$ cat config.mk
export PLATFORM = sky130hd
export DESIGN_NAME = aes_xts_data_in_reg
export DESIGN_NICKNAME = d
export VERILOG_FILES = /design/src/rtl/aes_xts_data_in_reg.sv
export SDC_FILE = /design/constraint.sdc
export NUM_CORES = 1
export LEC_CHECK = 0
export ABC_CLOCK_PERIOD_IN_PS = 2900
export BUFFER_PORTS_ARGS = -buffer_cell sky130_fd_sc_hd__buf_4
export CORE_ASPECT_RATIO = 0.6
export CORE_MARGIN = 2
export CORE_UTILIZATION = 58
export DETAILED_ROUTE_END_ITERATION = 16
export GPL_ROUTABILITY_DRIVEN = 1
export PLACE_DENSITY = 0.86
export SETUP_SLACK_MARGIN = 0.02
export SLEW_MARGIN = 20
export SYNTH_ARGS = -nofsm -noshare
export SYNTH_HDL_FRONTEND = slang
export SYNTH_SLANG_ARGS = --single-unit
$ cat constraint.sdc
create_clock -name inClk -period 2.9 [get_ports inClk]
set_clock_uncertainty 0.05 [all_clocks]
set_input_delay 0.29 -clock inClk [delete_from_list [all_inputs] [get_ports inClk]]
set_output_delay 0.29 -clock inClk [all_outputs]
set_load 0.05 [all_outputs]
$ cat src/rtl/aes_xts_data_in_reg.sv
// Input block register for the AES-XTS-256 datapath: one-block lookahead toward the cipher core,
// flags block m-1 ahead of a partial final block, and merges that partial block with the stolen CC tail.
module aes_xts_data_in_reg (
  input  logic         inClk,
  input  logic         inRst,
  input  logic         inWr,
  input  logic [127:0] inData,
  input  logic         inLast,
  input  logic [4:0]   inLastBlockSize,
  output logic         outReady,
  output logic         outValid,
  input  logic         inCoreReady,
  output logic [127:0] outData,
  output logic         outBlockBeforeLast,
  output logic         outLast,
  output logic [7:0]   outExtLastBlockSize,
  input  logic         inStealWr,
  input  logic [127:0] inStealData,
  output logic         outErr,
  output logic [2:0]   outState
);

  typedef enum logic [2:0] {
    S_EMPTY      = 3'd0,
    S_HELD       = 3'd1,
    S_FLUSH      = 3'd2,
    S_WAIT_STEAL = 3'd3,
    S_EMIT_PP    = 3'd4
  } state_t;

  state_t       state, state_nxt;
  logic [127:0] reg_hold, hold_nxt;
  logic [127:0] reg_last, last_nxt;
  logic [4:0]   reg_size, size_nxt;
  logic [7:0]   ext_nxt;
  logic         err_nxt;
  logic         ld, ld_bbl, ld_last;
  logic [127:0] ld_data;
  logic [127:0] merged;
  logic         can_load, accept, size_full;
  logic [4:0]   size_eff;

  // Handshakes: a host block moves on a rising edge with inWr && outReady; a core block moves on a
  // rising edge with outValid && inCoreReady. outData and its flags hold steady while outValid && !inCoreReady.
  assign can_load  = !outValid || inCoreReady;
  assign outReady  = can_load && (state == S_EMPTY || state == S_HELD);
  assign accept    = inWr && outReady;
  assign size_full = (inLastBlockSize == 5'd0) || (inLastBlockSize >= 5'd16);
  assign size_eff  = size_full ? 5'd16 : inLastBlockSize;
  assign outState  = state;

  // PP = partial plaintext bytes in the low lanes, stolen ciphertext tail in the rest.
  always_comb begin
    merged = inStealData;
    for (int k = 0; k < 16; k++) begin
      if (5'(k) < reg_size) merged[8*k +: 8] = reg_last[8*k +: 8];
    end
  end

  always_comb begin
    state_nxt = state;
    hold_nxt  = reg_hold;
    last_nxt  = reg_last;
    size_nxt  = reg_size;
    ld        = 1'b0;
    ld_data   = '0;
    ld_bbl    = 1'b0;
    ld_last   = 1'b0;
    ext_nxt   = outExtLastBlockSize;
    err_nxt   = 1'b0;

    // The stealing size stays visible until the merged block has left for the core.
    if (outValid && inCoreReady && outLast) ext_nxt = 8'd0;

    case (state)
      S_EMPTY: begin
        if (accept) begin
          if (!inLast) begin
            hold_nxt  = inData;
            state_nxt = S_HELD;
          end else if (size_full) begin
            ld      = 1'b1;
            ld_data = inData;
            ld_last = 1'b1;
          end else begin
            err_nxt = 1'b1;
          end
        end
      end
      S_HELD: begin
        if (accept) begin
          ld      = 1'b1;
          ld_data = reg_hold;
          if (!inLast) begin
            hold_nxt = inData;
          end else if (size_full) begin
            last_nxt  = inData;
            state_nxt = S_FLUSH;
          end else begin
            ld_bbl    = 1'b1;
            last_nxt  = inData;
            size_nxt  = size_eff;
            ext_nxt   = {size_eff, 3'b000};
            state_nxt = S_WAIT_STEAL;
          end
        end
      end
      S_FLUSH: begin
        if (can_load) begin
          ld        = 1'b1;
          ld_data   = reg_last;
          ld_last   = 1'b1;
          state_nxt = S_EMPTY;
        end
      end
      S_WAIT_STEAL: begin
        if (inStealWr) begin
          last_nxt  = merged;
          state_nxt = S_EMIT_PP;
        end
      end
      S_EMIT_PP: begin
        if (can_load) begin
          ld        = 1'b1;
          ld_data   = reg_last;
          ld_last   = 1'b1;
          state_nxt = S_EMPTY;
        end
      end
      default: state_nxt = S_EMPTY;
    endcase

    if (inStealWr && state != S_WAIT_STEAL) err_nxt = 1'b1;
  end

  always_ff @(posedge inClk) begin
    if (inRst) begin
      state               <= S_EMPTY;
      reg_hold            <= '0;
      reg_last            <= '0;
      reg_size            <= '0;
      outData             <= '0;
      outValid            <= 1'b0;
      outBlockBeforeLast  <= 1'b0;
      outLast             <= 1'b0;
      outExtLastBlockSize <= 8'd0;
      outErr              <= 1'b0;
    end else begin
      state               <= state_nxt;
      reg_hold            <= hold_nxt;
      reg_last            <= last_nxt;
      reg_size            <= size_nxt;
      outExtLastBlockSize <= ext_nxt;
      outErr              <= err_nxt;
      if (ld) begin
        outValid           <= 1'b1;
        outData            <= ld_data;
        outBlockBeforeLast <= ld_bbl;
        outLast            <= ld_last;
      end else if (outValid && inCoreReady) begin
        outValid <= 1'b0;
      end
    end
  end

endmodule
# --- Word level (Yosys, flattened, before mapping) ---
# Index checks and enable logic that the tools add are counted.
word_totals:
  output_inout_bits: 144
  regBits: 404
  elab_cells: 159
op_classes:
  n_mux: 54
  bitwise_logic: 2
  n_eq_ne: 27
  reduce_logical: 34
  order_cmp: 17
op_table:
  columns: ["operator", "n"]
  rows:
  - ["2-to-1 mux 128 bit", 8]
  - ["one-hot mux 128 bit (3 select lines)", 1]
  - ["one-hot mux 128 bit (2 select lines)", 1]
  - ["2-to-1 mux 8 bit", 21]
  - ["AND reduction 5 bit", 16]
  - ["!= test 2 bit (second input constant)", 21]
  - ["less-than comparator 4 x 5 -> 1 bit (first input constant)", 8]
  - ["less-than comparator 3 x 5 -> 1 bit (first input constant)", 4]
  - ["2-to-1 mux 3 bit", 6]
  - ["2-to-1 mux 1 bit", 14]
  - ["one-hot mux 3 bit (4 select lines)", 1]
  - ["less-than comparator 1 x 5 -> 1 bit (first input constant)", 2]
  - ["less-than comparator 2 x 5 -> 1 bit (first input constant)", 2]
  - ["equality test 3 x 2 -> 1 bit (second input constant)", 2]
  - ["AND reduction 6 bit", 1]
  - [">= comparator 5 bit (second input constant)", 1]
  - ["logical AND 1 bit", 5]
  - ["logical NOT 5 bit", 1]
  - ["AND reduction 4 bit", 1]
  - ["nonzero test 2 bit", 2]
  - ["OR reduction 2 bit", 2]
  - ["equality test 3 x 1 -> 1 bit (second input constant)", 1]
  - ["equality test 3 bit (second input constant)", 1]
  - ["logical NOT 3 bit", 1]
  - ["other kinds (8)", 11]

# --- Longest topological paths before layout ---
# Gate-level depths: netlist of run 1.
depth:
  depth_word: 7
  mapped_depth: 8
  depth_no_buf: 4

# --- Worst setup path before layout of run 1 ---
# OpenSTA, ideal clock, no wires.
synth_path:
  path_type: "reg-to-reg"
  from: "register state[2] (netlist: outState[2])"
  to: "register reg_last[40]"
  required_time_ns: 2.729
  synth_period_minus_slack_ns: 2.345
  arrival_time_ns: 2.175
  path_slack_ns: 0.555
  path_buffers: 4
  setup_time_ns: 0.121
  path_stages_with_launch: 9
  cell_sequence: "dfxtp_1 buf_4 and3b_1 buf_2 and3_1 buf_2 buf_6 o21ai_4 mux2_2"
synth_via:
  elab_chain_len: 6
  elab_cells_between_ends: 13
synth_rtl:
  columns: ["item", "line_no", "text"]
  rows:
  - ["start: declaration", "31", "state_t state, state_nxt;"]
  - ["start signal: assignment", "149", "state <= state_nxt;"]
  - ["equality test 3 x 1 -> 1 bit or logical NOT 3 bit (tied branches)", "46, 75", null]
  - ["logical OR 1 bit", "46", "assign outReady = can_load && (state == S_EMPTY || state == S_HELD);"]
  - ["logical AND 1 bit", "46", null]
  - ["logical AND 1 bit", "47", "assign accept = inWr && outReady;"]
  - ["!= test 2 bit (no source line)", null, null]
  - ["AND reduction 5 bit (no source line)", null, null]
  - ["end signal: assignment", "151", "reg_last <= last_nxt;"]
  - ["end: declaration", "33", "logic [127:0] reg_last, last_nxt;"]
# Parallel ways exist; a longest one is shown, timed or not.
# A chain may end at the register's enable or synchronous reset.

# --- Final worst setup path of run 1 ---
layout_path:
  from: "register outValid"
  to: "register outData[57]"
layout_via:
  elab_chain_len: 6
  elab_cells_between_ends: 12
layout_rtl:
  columns: ["item", "line_no", "text"]
  rows:
  - ["start: declaration", "11", "output logic outValid,"]
  - ["start signal: assignment", "143", "outValid <= 1'b0;"]
  - ["start signal: assignment", "156", "outValid <= 1'b1;"]
  - ["start signal: assignment", "161", "outValid <= 1'b0;"]
  - ["logical NOT 1 bit (*)", "45", "assign can_load = !outValid || inCoreReady;"]
  - ["logical OR 1 bit (*)", "45", null]
  - ["logical AND 1 bit", "46", null]
  - ["logical AND 1 bit", "47", null]
  - ["2-to-1 mux 128 bit (tied with other cells)", "91", "if (accept) begin"]
  - ["one-hot mux 128 bit (3 select lines) or one-hot mux 1 bit (3 select lines) (tied branches)", "75", "case (state)"]
  - ["end signal: assignment", "157", "outData <= ld_data;"]
  - ["end: declaration", "13", "output logic [127:0] outData,"]
# Mark *: on every way between the ends. The rest lies on a longest branch, timed or not.

==> results of run 1 <==
## sequential cells by signal (all words and copies together), names as in the netlist
| signal | flops |
|---|---|
| outState | 3 |
| reg_last | 128 |
| outData | 128 |
| outErr | 1 |
| reg_size | 5 |
| outValid | 1 |
| reg_hold | 128 |
| outExtLastBlockSize | 8 |
| outLast | 1 |
| outBlockBeforeLast | 1 |
## power groups by stage
stage | Sequential, mW | Combinational, mW | Clock (mW)
final | 5.94 | 1.84 | 4.82
after global routing | 5.95 | 1.93 | 5.04
after CTS | 5.93 | 1.79 | 4.80
after detailed placement | 6.04 | 1.62 | 0
after global placement | 6.03 | 1.59 | 0
after floorplan | 6.29 | 0.637 | 0
## worst min-delay path, cell delays in order
cell      delay [ns]
buf_4           0.11
nand2_1         0.07
a311oi_1        0.08
## metal layers
metal / global-route usage (%) / up-vias
li1: - / 7721
met1: 49.65 / 8341
met2: 58.59 / 1253
met3: 8.265 / 233
met4: 18.73 / 0
met5: 0 / -
## how the worst min path moves through the flow
stage                                         to  cells past startpoint
after floorplan           outExtLastBlockSize[3]                      1
after global placement        outBlockBeforeLast                      1
after detailed placement            reg_hold[88]                      2
after CTS                           reg_last[91]                      3
after global routing               reg_last[127]                      3
final                               reg_last[56]                      3
## final cells by class
type	count	area share (%)
Multi-Input combinational cell	1233	35.41
Timing Repair Buffer	590	21.78
Clock buffer	54	4.854
Antenna cell	6	0.06567
Clock inverter	2	0.1532
Inverter	19	0.3119
Sequential cell	404	35.37
Tap cell	375	2.052
## cell families after synthesis
group	count (synthesis)
AO/OA/AOI/OAI	628
XOR/XNOR	1
buffers and inverters	203
flip-flops	404
multiplexers	88
AND/OR/NAND/NOR	516
## through the flow
stage | area [µm²] | hold WS, ns | worst slack (ns)
after global routing | 22860 | 0.01061 | 0.08540
after floorplan | 17000 | 0.3658 | 0.5545
after CTS | 22810 | 0.002228 | 0.1447
after global placement | 20240 | 0.3902 | 0.3325
final | 22860 | 0.01404 | 0.1530
after detailed placement | 20240 | 0.3962 | 0.1536
## timing repair
action / in CTS / in global routing
setup buffers: 0 / 3
hold buffers: 142 / 0
endpoints found under the setup margin: 0 / 32
endpoints found under the hold margin: 266 / 0
## placed cells by master (no fill, tap or decap), drive strengths merged, types with 40 or more instances in the layout
cell,instances
buf,448
mux2,40
dlygate4sd3,142
nor2b,42
mux2i,48
dfxtp,404
a221o,128
a21oi,200
a311oi,72
nand2,392
clkbuf,54
a22o,132
==> metrics.cfg, run 1 <==
[run_status]
outcome = finished clean

[synth]
ys_seq_area_share_pct = 47.57
muxShareOfSynthArea_pct = 5.476
yosysTopAreaCellShare_pct = 47.57
yosysMostFrequentCell = dfxtp_1
syn_nets = 2107
synthTopCellsByCount = 404 x dfxtp_1, 392 x nand2_1, 198 x a21oi_1
synth-async-reset-ratio_pct = 0
synth_xor_area_share_pct = 0.05152
synth_compound_area_share_pct = 28.55
syn_inst = 1840
synth_fa_ha_area_share_pct = 0
synth.area.top_cells = dfxtp_1 48%, nand2_1 8.7%, a221o_1 7.5%
synth-main-ff-cell = dfxtp_1
postSynthAreaPerCell_um2 = 9.239
synth_top_family_by_area = compound AO/OA/AOI/OAI gates
synthSimpleGateAreaFrac_pct = 13.16
ys_types = 64
synth-seq-cells = 404
synth.yosys.warnings = 0
synth-edff-count = 0
yosysTopAreaCell = dfxtp_1
syn-cell-area_um2 = 17000

[layout]
layoutNonFillerInstCount = 2683
multi_input_comb_area_um2 = 8095
fin_util_pct = 79.48
areaGrowthSynthToFinish_pct = 34.49
drive_above_1_share_pct = 24.59
seq_area_um2 = 8088
nets = 2552
fillers = 1747

[placement]
dpl.hpwl_um = 36220
port_buffers = 410
dp.cells = 2476
gp_congestion = 0.8752

[critical_path]
required_ns = 3.32
arrival_ns = 3.17
critical_path_peak_fanout = 129
slowest_delay_ns = 0.54
path_cells = nor2b_1 -> buf_4 -> nor3_1 -> nor4_4 -> buf_12 -> a221o_1
path_depth = 6
startpoint = outValid
endpoint = outData[57]
path_class = flop to flop
critPathCaptureType = flop
setup.worst_path.start_class = flop
critPathSlowestCell = buf_12
r2r_cells = 6
reg2reg_slack_ns = 0.15
r2r_end = outData[57]
path_buf_inv = 2
critical-path-top-delay-family = simple AND/OR/NAND/NOR gates
r2r-start = outValid

[timing]
setup_viol = 0
finalHoldViolations = 0
fmax_mhz = 364.0
rsz0062_at_grt = no
relSlewSlack_pct = 25.56
fin_tns_setup_ns = 0
finalMaxSlewViolations = 0
period_share_pct = 94.72
fin_crit_ns = 2.747
tightest_slew_ns = 1.117

[detailed_routing]
viasPerCell = 6.540
highest_layer = met4
via_count = 17550
met1_length_um = 23520
first_pass_iters = 6
dr_wl_met3_um = 6686
drc = 0
routed_wirelength_um = 60640
route.antenna.remaining_nets = 0
wl_met2_um = 27640
drt_iter0_markers = 2547
detail_route.wl_per_cell_um = 22.60

[clock_network]
cts_tree = yes
cts_resized = 0
htreeDepth = 2
cts.path.max_buffers = 3
clock-sinks = 404
clkTransAtPathRegs_ns = 0.07
clk_latency_ns = 0.54
cts-root-buf = clkbuf_16
numCtsBuffers = 37

[power]
p_int_mw = 9.267
cellPowerDensity_nw_per_um2 = 551.1
p_clk_share_pct = 38.3
cellLeakagePower_nw = 9.238
total_power_mw = 12.60
power.share.switching_pct = 26.44
seqPwrFrac_pct = 47.1
combPwrFrac_pct = 14.6
power.switching_mw = 3.332
vdd_ir_drop_max_mv = 0.4555

[global_route]
grt_max_degree = 235
grt_pass1_wl_um = 91940
grt_usage_pct = 37.59
grt_overflow = 0
antenna_found_initial = 5
grt_pass1_vias = 16800

[floorplanning]
core-area_um2 = 28770
die_area_um2 = 30740
die-height_um = 136.6
io_pins = 411
start_util_pct = 59.09
die_x_um = 225.0
rows = 48

[worst_hold_path]
min_path_type = input pin to flop
min_from = inStealData[56]

[flow_run]
maxCapViolCount = 0

No activity file was read; power rests on OpenSTA's default activity.
==> run 2: changes to the inputs <==
- CTS_BUF_LIST: unset -> sky130_fd_sc_hd__clkbuf_8 sky130_fd_sc_hd__clkbuf_16
- MAX_ROUTING_LAYER: unset -> met4
==> run 2 against run 1 <==
Sequential power about the same. Critical path depth unchanged. Core utilization about the same. Final area about the same. Highest routed layer unchanged.
==> metrics.cfg, run 2 (same netlist as run 1, synthesis figures left out) <==
[placement]
gp_congestion = 0.8907
dpl_worst_slack_ns = 0.1536
port_buffers = 410
dpl-instance-area_um2 = 20240
dpl.hpwl_um = 36220

[floorplanning]
die_x_um = 225.0
io_pins = 411
die-height_um = 136.6
die_area_um2 = 30740
start_util_pct = 59.09
rows = 48
core-area_um2 = 28770

[clock_network]
cts_resized = 0
cts.path.max_buffers = 3
cts-root-buf = clkbuf_16
cts_tree = yes
htreeDepth = 2
clk_latency_ns = 0.53
clock-sinks = 404
numCtsBuffers = 37
clkTransAtPathRegs_ns = 0.07

[power]
p_int_mw = 9.248
total_power_mw = 12.58
combPwrFrac_pct = 14.6
p_clk_share_pct = 38.2
cellLeakagePower_nw = 9.256
cellPowerDensity_nw_per_um2 = 550.6
vdd_ir_drop_max_mv = 0.4560
power.share.switching_pct = 26.50
seqPwrFrac_pct = 47.2
power.switching_mw = 3.334

[global_route]
grt_overflow = 0
antenna_found_initial = 5
grt_max_degree = 235
grt_pass1_vias = 16770
grt_pass1_wl_um = 92160
grt_usage_pct = 38.80

[layout]
drive_above_1_share_pct = 24.59
largest_registers = outData (128), reg_hold (128), reg_last (128)
fillers = 1749
areaGrowthSynthToFinish_pct = 34.42
final_common_cell = buf_4
layout_common_cells = 433 x buf_4, 404 x dfxtp_1, 392 x nand2_1
fin_area_um2 = 22850
nets = 2552

[timing]
setup_viol = 0
relSlewSlack_pct = 25.87
fmax_mhz = 371.5
tightest_slew_ns = 1.112
fin_ws_ns = 0.2083
fin_crit_ns = 2.692
rsz0062_at_grt = no
finalMaxSlewViolations = 0
finalHoldViolations = 0
period_share_pct = 92.82
fin_tns_setup_ns = 0

[detailed_routing]
first_pass_iters = 8
detail_route.wl_per_cell_um = 22.57
routed_wirelength_um = 60560
viasPerCell = 6.519
drt_iter0_markers = 2421
route.antenna.remaining_nets = 0
drc = 0
via_count = 17490

[worst_hold_path]
worstHoldPathCells = 3
min_path_type = input pin to flop

[critical_path]
r2r_cells = 6
critical_path_peak_fanout = 129
critPathCaptureType = flop
path_class = flop to flop
slowest_delay_ns = 0.55
path_cells = nor2b_1 -> buf_4 -> nor3_1 -> nor4_4 -> buf_12 -> a221o_1
setup.worst_path.start_class = flop
required_ns = 3.32
critPathSlowestCell = buf_12
arrival_ns = 3.11

[flow_run]
maxCapViolCount = 0

[run_status]
outcome = finished clean

-- run 2: changes by cell type in the layout (fill, tap and decap cells not counted), sizes merged --
cell and delta:
clkbuf -5, inv +5
-- run 2: layer usage --
metal / global-route usage (%) / part of all wire, % / vias to the layer above
li1: - / - / 7715
met1: 49.64 / 39 / 8290
met2: 58.64 / 45 / 1255
met3: 8.437 / 11 / 231
met4: 18.95 / 4.7 / 0
met5: - / 0 / -
-- run 2: power groups by stage --
stage | logic [mW] | registers, mW | clock network, mW
floorplan | 0.637 | 6.29 | 0
global placement | 1.59 | 6.03 | 0
detailed placement | 1.62 | 6.04 | 0
CTS | 1.79 | 5.93 | 4.78
global route | 1.93 | 5.95 | 5.03
finish | 1.84 | 5.94 | 4.81
-- run 2: final timing paths --
| kind | start | endpoint | slack, ns |
|---|---|---|---|
| setup reg to reg | outValid | outData[80] | 0.21 |
| hold / removal | inStealData[91] | reg_last[91] | 0.01 |
| setup / recovery | outValid | outData[80] | 0.21 |
| hold reg to reg | reg_hold[127] | reg_hold[127] | 0.41 |
-- run 2: what timing repair did --
| action | CTS | global route |
|---|---|---|
| endpoints found under the setup margin | 0 | 30 |
| hold buffers | 142 | 0 |
| endpoints found under the hold margin | 266 | 0 |
| buffers inserted | 0 | 3 |
-- run 2: worst max-delay path: cells and delay by family, from the launching register on --
family,cells,cell delay [ns]
AND/OR/NAND/NOR,3,0.95
AO/OA/AOI/OAI,1,0.27
buffers and inverters,2,0.81
flip-flops,1,0.42
-- run 2: layout make-up --
type / count / area, µm² / share of cell area [%]
diodes: 6 / 15.01 / 0.06571
clock buffers: 49 / 1091 / 4.775
clock inverters: 7 / 53.80 / 0.2354
inverters: 19 / 71.32 / 0.3121
multi-input cells: 1233 / 8095 / 35.43
flip-flops and latches: 404 / 8088 / 35.39
well taps: 375 / 469.2 / 2.053
repair buffers: 590 / 4967 / 21.74
-- run 2: per-stage QoR --
| stage | hold slack (ns) | util, % | std cells |
|---|---|---|---|
| 6_report | 0.01402 | 79.43 | 2683 |
| 5_1_grt | 0.01059 | 79.42 | 2682 |
| 4_1_cts | 0.002228 | 79.29 | 2674 |
| 3_3_place_gp | 0.3902 | 70.37 | 2476 |
| 2_1_floorplan | 0.3658 | - | 1840 |
| 3_5_place_dp | 0.3962 | 70.37 | 2476 |
